$ cat src/rtl/instr_seq_ctrl_if.sv
// Handshake/control bundle between the sequencing FSM (master) and the fetch/register/ALU/memory datapath (slave).
interface instr_seq_ctrl_if #(
  parameter int INSTR_W = 24,
  parameter int IMM_W   = 8
);
  logic [INSTR_W-1:0] Instr;
  logic               zero;
  logic               mem_ready;
  logic               pc_en;
  logic               PCSrc;
  logic [IMM_W-1:0]   immediate;
  logic [1:0]         alu_op;
  logic               alu_src_imm;
  logic               reg_we;
  logic [3:0]         rd;
  logic [3:0]         rs;
  logic [3:0]         rt;
  logic               mem_re;
  logic               mem_we;
  logic               halted;
  logic [1:0]         err;

  modport master (
    input  Instr, zero, mem_ready,
    output pc_en, PCSrc, immediate, alu_op, alu_src_imm, reg_we,
           rd, rs, rt, mem_re, mem_we, halted, err
  );

  modport slave (
    output Instr, zero, mem_ready,
    input  pc_en, PCSrc, immediate, alu_op, alu_src_imm, reg_we,
           rd, rs, rt, mem_re, mem_we, halted, err
  );
endinterface

$ cat src/rtl/instr_seq_ctrl.sv
// Multi-cycle FETCH/DECODE/EXEC/MEM/WB sequencer; control outputs are combinational from state and ir.
// Optional PERF_CNT_EN adds retired_cnt (wrapping) and stall_cnt (saturating) counters.
module instr_seq_ctrl #(
  parameter int INSTR_W     = 24,
  parameter int IMM_W       = 8,
  parameter int MEM_TIMEOUT = 15
) (
  input  logic               clk,
  input  logic               reset,
  instr_seq_ctrl_if.master   bus
`ifdef PERF_CNT_EN
  ,
  output logic [15:0]        retired_cnt,
  output logic [15:0]        stall_cnt
`endif
);

  localparam int CNT_W = $clog2(MEM_TIMEOUT + 1);
  localparam logic [CNT_W-1:0] CNT_LAST = CNT_W'(MEM_TIMEOUT - 1);

  localparam logic [2:0] S_FETCH  = 3'd0;
  localparam logic [2:0] S_DECODE = 3'd1;
  localparam logic [2:0] S_EXEC   = 3'd2;
  localparam logic [2:0] S_MEM    = 3'd3;
  localparam logic [2:0] S_WB     = 3'd4;
  localparam logic [2:0] S_HALT   = 3'd5;

  localparam logic [3:0] OP_ADD  = 4'd1;
  localparam logic [3:0] OP_SUB  = 4'd2;
  localparam logic [3:0] OP_ADDI = 4'd3;
  localparam logic [3:0] OP_LD   = 4'd4;
  localparam logic [3:0] OP_ST   = 4'd5;
  localparam logic [3:0] OP_BEQ  = 4'd6;
  localparam logic [3:0] OP_JMP  = 4'd7;
  localparam logic [3:0] OP_HALT = 4'd8;

  logic [2:0]         state_q, state_d;
  logic [INSTR_W-1:0] ir_q, ir_d;
  logic [CNT_W-1:0]   cnt_q, cnt_d;
  logic [1:0]         err_q, err_d;
  logic [3:0]         opcode;

  logic       pc_en, pc_src, alu_src_imm, reg_we, mem_re, mem_we, halted;
  logic [1:0] alu_op;

  assign opcode = ir_q[INSTR_W-1 -: 4];

  always_comb begin
    state_d     = state_q;
    ir_d        = ir_q;
    cnt_d       = cnt_q;
    err_d       = err_q;
    pc_en       = 1'b0;
    pc_src      = 1'b0;
    alu_op      = 2'b00;
    alu_src_imm = 1'b0;
    reg_we      = 1'b0;
    mem_re      = 1'b0;
    mem_we      = 1'b0;
    halted      = 1'b0;
    case (state_q)
      S_FETCH: begin
        ir_d    = bus.Instr;
        state_d = S_DECODE;
      end
      S_DECODE: begin
        if (opcode > OP_HALT) begin
          err_d[0] = 1'b1;
          state_d  = S_HALT;
        end else if (opcode == OP_HALT) begin
          state_d = S_HALT;
        end else begin
          state_d = S_EXEC;
        end
      end
      S_EXEC: begin
        case (opcode)
          OP_ADD:  state_d = S_WB;
          OP_SUB: begin
            alu_op  = 2'b01;
            state_d = S_WB;
          end
          OP_ADDI: begin
            alu_op      = 2'b10;
            alu_src_imm = 1'b1;
            state_d     = S_WB;
          end
          OP_LD, OP_ST: begin
            cnt_d   = '0;
            state_d = S_MEM;
          end
          OP_BEQ: begin
            pc_en   = 1'b1;
            pc_src  = bus.zero;
            state_d = S_FETCH;
          end
          OP_JMP: begin
            pc_en   = 1'b1;
            pc_src  = 1'b1;
            state_d = S_FETCH;
          end
          default: begin
            pc_en   = 1'b1;
            state_d = S_FETCH;
          end
        endcase
      end
      S_MEM: begin
        mem_re = (opcode == OP_LD);
        mem_we = (opcode == OP_ST);
        // A late mem_ready on the final allowed cycle still completes the access.
        if (bus.mem_ready) begin
          if (opcode == OP_LD) begin
            state_d = S_WB;
          end else begin
            pc_en   = 1'b1;
            state_d = S_FETCH;
          end
        end else if (cnt_q == CNT_LAST) begin
          err_d[1] = 1'b1;
          state_d  = S_HALT;
        end else begin
          cnt_d = cnt_q + 1'b1;
        end
      end
      S_WB: begin
        reg_we  = 1'b1;
        pc_en   = 1'b1;
        state_d = S_FETCH;
      end
      S_HALT:  halted = 1'b1;
      default: state_d = S_FETCH;
    endcase
  end

  always_ff @(posedge clk or negedge reset) begin
    if (!reset) begin
      state_q <= S_FETCH;
      ir_q    <= '0;
      cnt_q   <= '0;
      err_q   <= '0;
    end else begin
      state_q <= state_d;
      ir_q    <= ir_d;
      cnt_q   <= cnt_d;
      err_q   <= err_d;
    end
  end

  assign bus.pc_en       = pc_en;
  assign bus.PCSrc       = pc_src;
  assign bus.immediate   = ir_q[IMM_W-1:0];
  assign bus.alu_op      = alu_op;
  assign bus.alu_src_imm = alu_src_imm;
  assign bus.reg_we      = reg_we;
  assign bus.rd          = ir_q[19:16];
  assign bus.rs          = ir_q[15:12];
  assign bus.rt          = ir_q[11:8];
  assign bus.mem_re      = mem_re;
  assign bus.mem_we      = mem_we;
  assign bus.halted      = halted;
  assign bus.err         = err_q;

`ifdef PERF_CNT_EN
  logic [15:0] retired_cnt_q, retired_cnt_d;
  logic [15:0] stall_cnt_q, stall_cnt_d;

  always_comb begin
    retired_cnt_d = retired_cnt_q;
    stall_cnt_d   = stall_cnt_q;
    if (pc_en) retired_cnt_d = retired_cnt_q + 16'd1;
    if (state_q == S_MEM && !bus.mem_ready && stall_cnt_q != 16'hFFFF)
      stall_cnt_d = stall_cnt_q + 16'd1;
  end

  always_ff @(posedge clk or negedge reset) begin
    if (!reset) begin
      retired_cnt_q <= '0;
      stall_cnt_q   <= '0;
    end else begin
      retired_cnt_q <= retired_cnt_d;
      stall_cnt_q   <= stall_cnt_d;
    end
  end

  assign retired_cnt = retired_cnt_q;
  assign stall_cnt   = stall_cnt_q;
`endif

endmodule

$ cat src/flat_wrapper.sv
// flat-port wrapper written by rule: the top's interface ports become plain ports
module instr_seq_ctrl_flat 
#(
  parameter int INSTR_W     = 24,
  parameter int IMM_W       = 8,
  parameter int MEM_TIMEOUT = 15
)
  (clk, reset, bus_Instr, bus_zero, bus_mem_ready, bus_pc_en, bus_PCSrc, bus_immediate, bus_alu_op, bus_alu_src_imm, bus_reg_we, bus_rd, bus_rs, bus_rt, bus_mem_re, bus_mem_we, bus_halted, bus_err);
  instr_seq_ctrl_if #(.INSTR_W(INSTR_W), .IMM_W(IMM_W)) bus_i ();
  input  logic clk;
  input  logic reset;
  input wire logic [$bits(bus_i.Instr)-1:0] bus_Instr;
  input wire logic [$bits(bus_i.zero)-1:0] bus_zero;
  input wire logic [$bits(bus_i.mem_ready)-1:0] bus_mem_ready;
  output wire logic [$bits(bus_i.pc_en)-1:0] bus_pc_en;
  output wire logic [$bits(bus_i.PCSrc)-1:0] bus_PCSrc;
  output wire logic [$bits(bus_i.immediate)-1:0] bus_immediate;
  output wire logic [$bits(bus_i.alu_op)-1:0] bus_alu_op;
  output wire logic [$bits(bus_i.alu_src_imm)-1:0] bus_alu_src_imm;
  output wire logic [$bits(bus_i.reg_we)-1:0] bus_reg_we;
  output wire logic [$bits(bus_i.rd)-1:0] bus_rd;
  output wire logic [$bits(bus_i.rs)-1:0] bus_rs;
  output wire logic [$bits(bus_i.rt)-1:0] bus_rt;
  output wire logic [$bits(bus_i.mem_re)-1:0] bus_mem_re;
  output wire logic [$bits(bus_i.mem_we)-1:0] bus_mem_we;
  output wire logic [$bits(bus_i.halted)-1:0] bus_halted;
  output wire logic [$bits(bus_i.err)-1:0] bus_err;
  assign bus_i.Instr = bus_Instr;
  assign bus_i.zero = bus_zero;
  assign bus_i.mem_ready = bus_mem_ready;
  assign bus_pc_en = bus_i.pc_en;
  assign bus_PCSrc = bus_i.PCSrc;
  assign bus_immediate = bus_i.immediate;
  assign bus_alu_op = bus_i.alu_op;
  assign bus_alu_src_imm = bus_i.alu_src_imm;
  assign bus_reg_we = bus_i.reg_we;
  assign bus_rd = bus_i.rd;
  assign bus_rs = bus_i.rs;
  assign bus_rt = bus_i.rt;
  assign bus_mem_re = bus_i.mem_re;
  assign bus_mem_we = bus_i.mem_we;
  assign bus_halted = bus_i.halted;
  assign bus_err = bus_i.err;
  instr_seq_ctrl #(.INSTR_W(INSTR_W), .IMM_W(IMM_W), .MEM_TIMEOUT(MEM_TIMEOUT)) u_core (.clk(clk), .reset(reset), .bus(bus_i));
endmodule
$ cat config.mk
export PLATFORM = sky130hd
export DESIGN_NAME = instr_seq_ctrl_flat
export DESIGN_NICKNAME = d
export VERILOG_FILES = /design/src/rtl/instr_seq_ctrl_if.sv /design/src/rtl/instr_seq_ctrl.sv /design/src/flat_wrapper.sv
export SDC_FILE = /design/constraint.sdc
export NUM_CORES = 1
export LEC_CHECK = 0
export CAP_MARGIN = 20
export CELL_PAD_IN_SITES_DETAIL_PLACEMENT = 1
export CELL_PAD_IN_SITES_GLOBAL_PLACEMENT = 1
export CORE_MARGIN = 8
export CORE_UTILIZATION = 31
export DETAILED_ROUTE_END_ITERATION = 10
export PLACE_DENSITY = 0.77
export SLEW_MARGIN = 40
export SYNTH_ARGS = -nofsm -noshare
export SYNTH_HDL_FRONTEND = slang
export SYNTH_SLANG_ARGS = --single-unit
$ cat constraint.sdc
create_clock -name clk -period 1.5 [get_ports clk]
set_input_delay 0.3 -clock clk [delete_from_list [all_inputs] [get_ports clk]]
set_output_delay 0.3 -clock clk [all_outputs]
set_load 0.01 [all_outputs]
Yosys cells after proc, flatten, opt, wreduce, memory -nomap -nowiden

Index checks and enable logic that the tools add are counted.

Reductions and logical operators: 9
Shift-type cells: 0
Mux-type cells: 25
Equality and inequality tests: 18
Bitwise logic cells: 2
Add/sub/neg operators: 1
Divide/modulo/power cells: 0
Multipliers: 0
$lt $le $gt $ge: 1

Operators with widths:

| kind                                                  | number |
|---|---|
| == test 4 x 3 -> 1 bit, second input constant         | 4 |
| two-way mux 3 bit                                     | 5 |
| one-hot mux 3 bit (5 select lines)                    | 1 |
| two-way mux 4 bit                                     | 3 |
| two-way mux 1 bit                                     | 10 |
| == test 4 x 2 -> 1 bit, second input constant         | 2 |
| == test 4 bit, second input constant                  | 2 |
| one-hot mux 4 bit (2 select lines)                    | 1 |
| == test 3 x 2 -> 1 bit, second input constant         | 2 |
| == test 3 bit, second input constant                  | 2 |
| one-hot mux 3 bit (2 select lines)                    | 1 |
| OR reduction 5 bit                                    | 1 |
| adder 4 x 1 -> 4 bit, second input constant           | 1 |
| == test 4 x 1 -> 1 bit, second input constant         | 1 |
| > comparator 4 bit, second input constant             | 1 |
| inequality test 2 bit, second input constant          | 2 |
| one-hot mux 2 bit (2 select lines)                    | 1 |
| AND reduction 2 bit                                   | 2 |
| AND reduction 4 bit                                   | 1 |
| == test 3 x 1 -> 1 bit, second input constant         | 1 |
| logical NOT 3 bit                                     | 1 |
| inequality test 3 x 2 -> 1 bit, second input constant | 1 |
| one-hot mux 1 bit (3 select lines)                    | 1 |
| AND reduction 3 bit                                   | 1 |
| other kinds (7)                                       | 8 |

Output and inout port bits: 31
Bits in registers: 33
Input bits: 28
Latch bits: 0
RAM bits: 0
Memories: 0
ROM bits: 0
Word-level logic and storage cells: 61

Logic depth before layout (Yosys ltp)

Word-level depth: 4
Gate-level depth with buffers: 5
Mapped depth without buffers: 5

Worst setup path after synthesis

OpenSTA, ideal clock, no wires.

Path type: reg2out
Start: reg u_core.state_q[2]
End: out bus_alu_op[1]
Data arrival time: 1.287 ns
Data required time: 1.200 ns
Path buffers: 1
Cell stages (with the launch flop): 5
Slack: -0.087 ns
Cell sequence: dfrtp_1 -> clkbuf_1 -> nor2_1 -> nand2_1 -> nor4b_1

Cells in the longest elaborated chain, start to end: 2

Ends and longest elaborated chain:

| item                     | line                  | source |
|---|---|---|
| start: declaration       | instr_seq_ctrl.sv:37  | `logic [2:0] state_q, state_d;` |
| start signal: assignment | instr_seq_ctrl.sv:143 | `state_q <= state_d;` |
| == test 3 x 2 -> 1 bit   | instr_seq_ctrl.sv:61  | `case (state_q)` |
| two-way mux 2 bit        | instr_seq_ctrl.sv:61  |  |
| end: declaration         | flat_wrapper.sv:18    | `output wire logic [$bits(bus_i.alu_op)-1:0] bus_alu_op;` |

Every way passes these cells.

Worst setup path in the final report

Start: reg u_core.ir_q[23]
End: out bus_mem_we

Cells in the longest elaborated chain, start to end: 2

Ends and longest elaborated chain:

| item                     | line                  | source |
|---|---|---|
| start: declaration       | instr_seq_ctrl.sv:38  | `logic [INSTR_W-1:0] ir_q, ir_d;` |
| start signal: assignment | instr_seq_ctrl.sv:144 | `ir_q <= ir_d;` |
| == test 4 x 3 -> 1 bit   | instr_seq_ctrl.sv:110 | `mem_we = (opcode == OP_ST);` |
| two-way mux 1 bit        | instr_seq_ctrl.sv:61  |  |
| end: declaration         | flat_wrapper.sv:25    | `output wire logic [$bits(bus_i.mem_we)-1:0] bus_mem_we;` |

Every way passes these cells.

==> metrics.txt <==
HPWL after detailed placement 3.29 mm; DR vias 1363; clock sink count 33; antenna cells 0; Yosys warnings 0; Max VDD drop 982 uV; total core area 5440 um^2; Critical Path End Type output port; TritonCTS clock tree built; Sw Share 0.347; sequential fraction of the synthesis area 0.476; pin count of the biggest net entering global routing 19; Final Critical Period 1.86 ns; syn_area_per_cell about 12 um^2; status finished, violations left; global-route wire length before repair 8.62 mm; Logic pwr share 0.616; R2R Path Start u_core.state_q[2]; area grow syn2layout 65.7%; Total Nets Final 249; Die ar. 8240 um^2; vias per inst 4.67; fin crit share 1.24; total grt overflow 0; # DRC 0; final wirelength 5.15 mm; Leak Pwr around 1.4 nW; Design Power 6.11 mW; Max-Cap Viols 0; Avg WL per Cell ~18 um; Flop pwr share 0.275; Pwr per Cell Area 2130 nW/um^2; syn nets 177; Die X 90.8 um; biggest area consumer among synthesized cells dfrtp_1; clk_lat worst skew 0.28 ns; final hold vios 0; Crit Path Max Fanout 4; Fmax 539 MHz; ys flop type dfrtp_1; Synth area leaders dfrtp_1 48%, mux2_2 16%, buf_4 9.1%; async set or reset register ratio after synthesis 1.00; H-tree depth 2; share of post-route cells with drive strength above 1 0.468; Worst Hold Margin around 0.48 ns; global placer's final weighted congestion 0.788; clk_skew 0.00522 ns; Root Buffer clkbuf_8; Yosys cell types 38; Antenna Violating Nets Remaining 0; Worst Reg-to-Reg Cells 6; slew margin rel. 0.719; CTS Buf Count 5; First-pass DRT Iterations 4; Initial Util 0.319; CP Data Required Time 1.20 ns; die height 90.8 um; GRT Util Overall 0.131; final setup margin -0.357 ns; flop2flop setup slack -0.20 ns; Worst Min Path Start u_core.bus.err[1]; vias in the first global route 1606; hold crit path type reg2reg; RSZ-0062 raised after global routing yes; FP Rows 27; Clock transition at path regs 0.07 ns; end of the worst hold path u_core.bus.err[1]; Hold Crit Depth 1; Post-Synthesis Cells 147; antenna violations before repair 0; NetSw between 2 and 2.5 mW; failing checks negative setup slack; share of the synthesized area in the top cell type 0.476; Port Buffers 58; Netlist Area Pre-Place 1730 um^2; internal power component between 3 and 4 mW; Synth top cells by count 33 x dfrtp_1, 24 x mux2_2, 21 x buf_4, 6 x nor2_1, 6 x o21ai_0; Setup TNS -6.90 ns; iteration-0 DRC count of the detailed router 31; Worst Path Class, Setup reg2out; Clock power frac 0.109; critical path arrival 1.56 ns; Area after DPL 2390 um^2; Critical Path Source Type register; io pins 59; count leader, synth dfrtp_1; worst r2r dst u_core.ir_q[15]; fin area 2870 um^2; Worst-Margin Slew approximately 0.42 ns; Setup Viol. Count Final 38; Post-synth EDFFs 0; #FFs+latches synth 33; clk buf depth 2; Slew Viols, Final 0
registers in the layout, summed over array words and instances, names as in the netlist:
register	flops
u_core.ir_q	24
u_core.cnt_q	4
u_core.bus.err	2
u_core.state_q	3
final cells by class:
cell class                      count  area, um^2
Clock buffer                        6        72.6
Clock inverter                      2        10.0
Fill cell                         563        2560
Inverter                            4        15.0
Multi-Input combinational cell     82         878
Sequential cell                    33         831
Tap cell                           72        90.1
Timing Repair Buffer               93         977
power by group through the flow:
stage          combinational [mW]  clock [mW]  sequential (mW)
2_1_floorplan                1.85           0             1.54
3_3_place_gp                 2.66           0             1.63
3_5_place_dp                 2.72           0             1.66
4_1_cts                      3.76       0.678             1.67
5_1_grt                      4.04       0.723             1.76
6_report                     3.77       0.665             1.68
through the flow:
| stage | worst slack (ns) | utilization | std cells |
|---|---|---|---|
| 6_report | -0.357 | 0.528 | 292 |
| 5_1_grt | -0.451 | 0.528 | 292 |
| 4_1_cts | -0.336 | 0.512 | 292 |
| 3_5_place_dp | -0.651 | 0.440 | 271 |
| 3_3_place_gp | -0.635 | 0.440 | 271 |
| 2_1_floorplan | -0.0875 | - | 147 |
cell usage in the layout (no fill, tap or decap), drive strengths merged, types with 2 or more instances in the layout:
| cell type | n |
|---|---|
| and2 | 2 |
| buf | 44 |
| clkbuf | 6 |
| clkdlybuf4s50 | 26 |
| clkinv | 2 |
| dfrtp | 33 |
| dlygate4sd2 | 2 |
| dlymetal6s2s | 20 |
| ha | 2 |
| inv | 4 |
| mux2 | 24 |
| mux2i | 3 |
| nand2 | 3 |
| nand2b | 3 |
| nand3 | 4 |
| nor2 | 6 |
| nor2b | 2 |
| nor3 | 4 |
| nor3b | 2 |
| nor4b | 3 |
| o21ai | 6 |
| or3 | 3 |
worst max path at each step:
stage / from / endpoint / slack [ns] / depth (start not counted)
CTS: u_core.ir_q[23] / bus_mem_we / -0.34 / 4
global route: u_core.ir_q[23] / bus_mem_re / -0.45 / 4
floorplan: u_core.state_q[2] / bus_alu_op[1] / -0.09 / 4
finish: u_core.ir_q[23] / bus_mem_we / -0.36 / 4
global placement: bus_mem_ready / bus_pc_en / -0.64 / 4
detailed placement: bus_mem_ready / bus_pc_en / -0.65 / 4
routing by layer:
metal  vias to the layer above  share of wire  track usage
li1                        639              -            -
met1                       682           0.41        0.148
met2                        35           0.52        0.227
met3                         7          0.056       0.0515
met4                         0          0.012       0.0314
met5                         -              0            0
critical path, cell delays in order, from the launching register on:
cell and delay [ns]:
dfrtp_1 0.42, nand3b_4 0.17, or3_4 0.35, nor3b_2 0.17, buf_2 0.16
cells by family after synthesis:
| logic type | synth area share |
|---|---|
| buffers and inverters | 0.130 |
| AOI/OAI and AO/OA | 0.0534 |
| adders and majority gates | 0.0144 |
| DFF | 0.476 |
| muxes | 0.173 |
| and+or+nand+nor | 0.153 |
repair_timing:
action / CTS / global route
setup buffers: 9 / 1
cloned: 3 / 0
setup endpoints to repair: 40 / 61
pin swaps: 9 / 5
gates resized for setup: 100 / 30
endpoints found under the hold margin: 15 / 0
hold buffers: 1 / 0
Power figures use the tool's default switching activity.
